`config.mk`:
```
export PLATFORM = sky130hd
export DESIGN_NAME = idle_gen
export DESIGN_NICKNAME = d
export VERILOG_FILES = /design/src/rtl/idle_gen_pkg.sv /design/src/rtl/idle_gen_period_cnt.sv /design/src/rtl/idle_gen.sv
export SDC_FILE = /design/constraint.sdc
export NUM_CORES = 1
export LEC_CHECK = 0
export BUFFER_PORTS_ARGS = -buffer_cell sky130_fd_sc_hd__buf_2
export CORE_MARGIN = 1
export CORE_UTILIZATION = 40
export DETAILED_ROUTE_END_ITERATION = 6
export GPL_ROUTABILITY_DRIVEN = 0
export PLACE_DENSITY = 0.71
export SLEW_MARGIN = 15
export SYNTH_ARGS = -nofsm -noshare
export SYNTH_HDL_FRONTEND = slang
export SYNTH_SLANG_ARGS = --single-unit
```
`constraint.sdc`:
```
create_clock -name clk1f -period 3.5 [get_ports clk1f]
set_input_delay 0.525 -clock clk1f [delete_from_list [all_inputs] [get_ports clk1f]]
set_output_delay 0.525 -clock clk1f [all_outputs]
set_load 0.005 [all_outputs]
```
`src/rtl/idle_gen_pkg.sv`:
```
// Shared PHY constants: line symbols and
// the ALIGN/RUN state encoding for tx/rx blocks.
package idle_gen_pkg;

  localparam logic [7:0] PHY_COM_SYM = 8'hBC;
  localparam logic [7:0] PHY_IDL_SYM = 8'h7C;

  typedef enum logic {
    ST_ALIGN = 1'b0,
    ST_RUN   = 1'b1
  } phy_state_e;

endpackage

```
`src/rtl/idle_gen_period_cnt.sv`:
```
// Wrapping counter with enable, sync reset and
// terminal-count flag (tc high when cnt == PERIOD-1).
module period_cnt #(
  parameter int PERIOD = 4,
  parameter int W      = 2
) (
  input  logic         clk,
  input  logic         rst,
  input  logic         en,
  output logic [W-1:0] cnt,
  output logic         tc
);

  logic [W-1:0] cnt_q;
  logic [W-1:0] cnt_d;

  assign tc  = (cnt_q == W'(PERIOD - 1));
  assign cnt = cnt_q;

  always_comb begin
    cnt_d = cnt_q;
    if (en) begin
      cnt_d = tc ? '0 : cnt_q + W'(1);
    end
  end

  always_ff @(posedge clk) begin
    if (rst) begin
      cnt_q <= '0;
    end else begin
      cnt_q <= cnt_d;
    end
  end

endmodule

```
`src/rtl/idle_gen.sv`:
```
// Tx idle/fill generator: COM alignment burst,
// data/IDLE fill and periodic COM insertion.
module idle_gen
  import idle_gen_pkg::*;
#(
  parameter int         COM_CYCLES = 4,
  parameter int         SKP_PERIOD = 64,
  parameter logic [7:0] COM_SYM    = PHY_COM_SYM,
  parameter logic [7:0] IDL_SYM    = PHY_IDL_SYM
) (
  input  logic       clk1f,
  input  logic       reset,
  input  logic [7:0] in0,
  input  logic [7:0] in1,
  input  logic [7:0] in2,
  input  logic [7:0] in3,
  input  logic [3:0] valid_in,
  output logic       ready_out,
  output logic [7:0] out0,
  output logic [7:0] out1,
  output logic [7:0] out2,
  output logic [7:0] out3,
  output logic [3:0] valid_out,
  output logic       valido
);

  localparam int CW = $clog2(COM_CYCLES + 1);
  localparam int SW = $clog2(SKP_PERIOD);

  phy_state_e state_q;
  phy_state_e state_d;

  logic [CW-1:0] com_cnt;
  logic [SW-1:0] skp_cnt;
  logic          com_tc;
  logic          skp_tc;

  logic [7:0] lane_in [4];
  logic [7:0] out_d   [4];
  logic [7:0] out_q   [4];
  logic [3:0] valid_out_d;
  logic [3:0] valid_out_q;
  logic       valido_d;
  logic       valido_q;

  period_cnt #(
    .PERIOD (COM_CYCLES),
    .W      (CW)
  ) u_com_cnt (
    .clk (clk1f),
    .rst (reset),
    .en  (state_q == ST_ALIGN),
    .cnt (com_cnt),
    .tc  (com_tc)
  );

  period_cnt #(
    .PERIOD (SKP_PERIOD),
    .W      (SW)
  ) u_skp_cnt (
    .clk (clk1f),
    .rst (reset),
    .en  (state_q == ST_RUN),
    .cnt (skp_cnt),
    .tc  (skp_tc)
  );

  // Register-only decode: no input-to-ready path.
  assign ready_out = (state_q == ST_RUN) && !skp_tc;

  assign lane_in[0] = in0;
  assign lane_in[1] = in1;
  assign lane_in[2] = in2;
  assign lane_in[3] = in3;

  for (genvar i = 0; i < 4; i++) begin : g_lane
    assign out_d[i] = !ready_out  ? COM_SYM :
                      valid_in[i] ? lane_in[i] : IDL_SYM;
  end

  always_comb begin
    state_d     = state_q;
    valid_out_d = 4'hF;
    valido_d    = ready_out && (valid_in != 4'h0);
    unique case (state_q)
      ST_ALIGN: if (com_tc) state_d = ST_RUN;
      ST_RUN:   state_d = ST_RUN;
      default:  state_d = ST_ALIGN;
    endcase
  end

  always_ff @(posedge clk1f) begin
    if (reset) begin
      state_q     <= ST_ALIGN;
      valid_out_q <= 4'h0;
      valido_q    <= 1'b0;
      for (int i = 0; i < 4; i++) out_q[i] <= 8'h00;
    end else begin
      state_q     <= state_d;
      valid_out_q <= valid_out_d;
      valido_q    <= valido_d;
      for (int i = 0; i < 4; i++) out_q[i] <= out_d[i];
    end
  end

  assign out0      = out_q[0];
  assign out1      = out_q[1];
  assign out2      = out_q[2];
  assign out3      = out_q[3];
  assign valid_out = valid_out_q;
  assign valido    = valido_q;

endmodule

```
Yosys cells after proc, flatten, opt, wreduce, memory -nomap -nowiden
Memories as Yosys holds them, arrays and structs flattened.
Cells that the tools add are included.
{ "totals": {"register_bits": 15, "ramBits": 32, "in_bits": 38, "output_inout_bits": 38, "wordCells": 39, "n_memories": 1} }
{ "memory_table": {"columns": ["name", "depth", "width", "read_ports", "rd_ports_with_merged_regs", "wr", "line", "source"], "rows": [
  ["out_q", 4, 8, 4, 0, 4, "idle_gen.sv:40", "logic [7:0] out_q [4];"]
]} }
{ "op_classes": {"addsub": 2, "eq_ne": 2, "mux": 20, "bitwise": 5, "n_reduce_logical": 4} }
{ "ops": {"columns": ["operator", "count"], "rows": [
  ["8-bit two-way mux", 12],
  ["6-bit by 1-bit adder with 6-bit output, second input constant", 1],
  ["6-bit == test, second input constant", 1],
  ["6-bit two-way mux", 1],
  ["1-bit two-way mux", 4],
  ["4-bit two-way mux", 1],
  ["1-bit bitwise OR", 4],
  ["4-bit nonzero test", 1],
  ["3-bit by 1-bit adder with 3-bit output, second input constant", 1],
  ["3-bit by 2-bit == test with 1-bit output, second input constant", 1],
  ["3-bit two-way mux", 1],
  ["1-bit logical AND", 2],
  ["1-bit one-hot mux with 2 select lines", 1],
  ["1-bit logical NOT", 1],
  ["1-bit NOT", 1]
]} }

Longest topological paths before layout
{ "logic_depth": {"ltp_word": 5, "ltp_mapped": 5, "mapped_depth_nobuf": 4} }

Hierarchy
Synthesis repeated with hierarchy kept, for this count alone.
{ "hier_totals": {"hier_cells": 153, "hier_area_um2": 1492.7} }
{ "by_module_without_submodules": {"columns": ["mod", "n_inst", "cells_per_inst", "area_per_inst_um2", "seq_area_each_um2"], "rows": [
  ["idle_gen", 1, 111, 1091.0, 700.7],
  ["period_cnt at u_skp_cnt", 1, 29, 274.0, 120.1],
  ["period_cnt at u_com_cnt", 1, 13, 127.6, 60.1]
]} }

Worst setup path before layout
Ideal clock, no wire load.
{ "synth_path": {"path_type": "register -> output", "start": "register u_skp_cnt.cnt_q[0] (netlist: u_skp_cnt.cnt[0])", "end": "output ready_out", "arrival_time_ns": 1.049, "t_required_ns": 2.975, "setup_slack_ns": 1.926, "stages_incl_launch_ff": 5, "n_path_buf": 1, "path_cell_list": "dfxtp_1 -> ha_1 -> nand2_1 -> o21a_4 -> buf_6"} }
{ "synth_between": {"elab_chain_cells": 3} }
{ "synth_lines": {"columns": ["element", "line", "source"], "rows": [
  ["from (decl)", "idle_gen_period_cnt.sv:14", "logic [W-1:0] cnt_q;"],
  ["from (signal assigned)", "idle_gen_period_cnt.sv:31", "cnt_q <= cnt_d;"],
  ["6-bit == test", "idle_gen_period_cnt.sv:17", "assign tc = (cnt_q == W'(PERIOD - 1));"],
  ["1-bit logical NOT", "idle_gen.sv:69", "assign ready_out = (state_q == ST_RUN) && !skp_tc;"],
  ["1-bit logical AND", "idle_gen.sv:69", null],
  ["to (decl)", "idle_gen.sv:18", "output logic ready_out,"]
]} }
No other way between the ends.

Worst setup path after layout
Same ends and word-level chain as after synthesis.

==> impl_metrics.tcl <==
set metrics [dict create \
    core_area_um2 3661 \
    synth_top_flop_cell "dfxtp_1" \
    fin_crit_ns 2.100 \
    drcViolationCount 0 \
    fmax_mhz 476.3 \
    fin_skew_ns 0.002993 \
    syn_area_per_cell_um2 9.667 \
    portBuffers 75 \
    final_common_cell "buf_2" \
    dp_hpwl_um 2261 \
    synth_edf_count 0 \
    syn_to_final_growth_pct 29.84 \
    postCtsHoldBufs 0 \
    synth_top_cell_area_share_pct 58.04 \
    num_antenna_cells 0 \
    cp_cell_sequence "ha_1, nand2_1, o21a_4, buf_2" \
    antenna_found_initial 0 \
    cp.arrival_ns 1.57 \
    avgRoutedWirePerCell_um 11.04 \
    hold_violations 0 \
    slew_headroom_pct 64.87 \
    die_y_um 63.60 \
    clkSinkCount 44 \
    p_leak_nw 1.032 \
    post-cts-setup-buffers 0 \
    cts_root_buffer "clkbuf_8" \
    cp.required_ns 2.97 \
    final_cell_mix "buf_2, dfxtp_1, inv_1" \
    cts_buffer_depth 2 \
    cts_resized 0 \
    grt_usage_pct 15.54 \
    worstSetupPathType "flop to output pin" \
    synthCells 157 \
    path_clk_slew_ns 0.08 \
    syn_nets 197 \
    first_global_vias 1096 \
    hp-class "flop to flop" \
    ys_seq_area_share_pct 58.04 \
    synth_top_area_cell "dfxtp_1" \
    io_pins 76 \
    cap_viol_max_count 0 \
    slew_viol_final 0 \
    fin_cells 275 \
    peakVddDrop_mv 0.2929 \
    die_width_um 63.60 \
    insertion_delay_ns 0.29 \
    start_util_pct 41.46 \
    nNetsFinal 266 \
    synthArstFlopShare_pct 0 \
    htreeDepth 2 \
    ys_top_cells_by_area "dfxtp_1, a31oi_1, inv_1, a21oi_1, and3_1" \
    yosys_warnings 0 \
    drt_iter0_markers 91 \
    dp_cells 267 \
    vias 1289 \
    cp_slowest_cell "dfxtp_1" \
    post-route-util_pct 53.83 \
    power.density_nw_per_um2 501.0 \
    cts_tree "built" \
    rsz0062_at_grt "false" \
    numCtsBuffers 5 \
    viasPerCell 4.687 \
    drive_above_1_share_pct 37.00 \
    tns_ns 0 \
    ys_seq_elements 44 \
    synth_cell_types 27 \
    gr-total-overflow 0 \
    postPlaceCellArea_um2 1877 \
    fin_crit_sh_pct 59.99 \
    cp_max_fo 22 \
    syn_area_um2 1518 \
    critPathMaxStageDelay_ns 0.41 \
    crit_path_end_kind "output pin" \
    dr.pass1.iters 4 \
    setup_viol_count_final 0 \
    design.die.area_um2 4044 \
    tightest_slew_ns 0.5270 \
    postRouteAntennaNets 0 \
    status "completed" \
    grt_max_degree 32 \
    total_power_mw 0.9872 \
    grt_pass1_wl_um 4892 \
    worst_setup_path_start_kind "flop" \
    postLayoutCellArea_um2 1971 \
    rows 22 \
    drt-total-wl_um 3037 \
]
## sequential cells by signal (all words and copies together), names as in the netlist
signal	flops
u_com_cnt.cnt	3
state_q	1
valido	1
out_q	32
valid_out	1
u_skp_cnt.cnt	6
## where the power goes
group	switching (mW)	leakage, nW	internal, mW
clock	0.156	0.0445	0.160
combinational	0.0606	0.624	0.0590
sequential	0.0183	0.363	0.534
total	0.235	1.03	0.753
## synth_stat cells, types with 3 or more instances
| cell | instances |
|---|---|
| nor2_1 | 6 |
| o211ai_1 | 3 |
| and3_1 | 9 |
| dfxtp_1 | 44 |
| a31oi_1 | 17 |
| buf_4 | 3 |
| a21oi_1 | 13 |
| inv_1 | 23 |
| clkbuf_1 | 3 |
| or3_1 | 3 |
| nand2_1 | 10 |
| buf_1 | 4 |
## through the flow
stage	worst slack, ns	hold slack [ns]
4_1_cts	1.407	0.4399
3_3_place_gp	1.794	0.4187
5_1_grt	1.339	0.4489
6_report	1.400	0.4324
3_5_place_dp	1.737	0.4272
2_1_floorplan	1.926	0.4100
## area by class of cell
class                           instances  area, µm²
Timing Repair Buffer                   75      375.4
Inverter                               23      86.33
Multi-Input combinational cell         77      474.2
Clock buffer                            7      86.33
Sequential cell                        44      880.8
Tap cell                               48      60.06
Fill cell                             344       1690
Clock inverter                          1      7.507
## worst paths after layout
path | startpoint | cells past startpoint | slack [ns] | endpoint
max reg2reg | u_skp_cnt.cnt[0] | 4 | 1.97 | valido
min reg2reg | u_com_cnt.cnt[2] | 2 | 0.43 | u_com_cnt.cnt[2]
max | u_skp_cnt.cnt[0] | 4 | 1.40 | ready_out
min | u_com_cnt.cnt[2] | 2 | 0.43 | u_com_cnt.cnt[2]
## metal layers
layer,wire length (µm),global-route usage [%]
met1,1421,20.09
met3,213,5.435
met4,27,4.261
met5,0,0
met2,1375,24.34
## logic make-up after synthesis
group	count (synthesis)	share of synthesized area, %
adder cells (fa/ha/maj)	2	1.649
XOR/XNOR	2	1.154
AND/OR/NAND/NOR	35	12.53
buffers and inverters	36	10.72
AO/OA/AOI/OAI	38	15.91
flip-flops	44	58.04
## worst max-delay path: cells and delay by family (launching register included)
kind / cells / cell delay [ns]
AOI/OAI and AO/OA: 1 / 0.32
adders and majority gates: 1 / 0.24
buffers and inverters: 1 / 0.15
DFF: 1 / 0.41
and+or+nand+nor: 1 / 0.16
(Power assumes the default switching activity.)
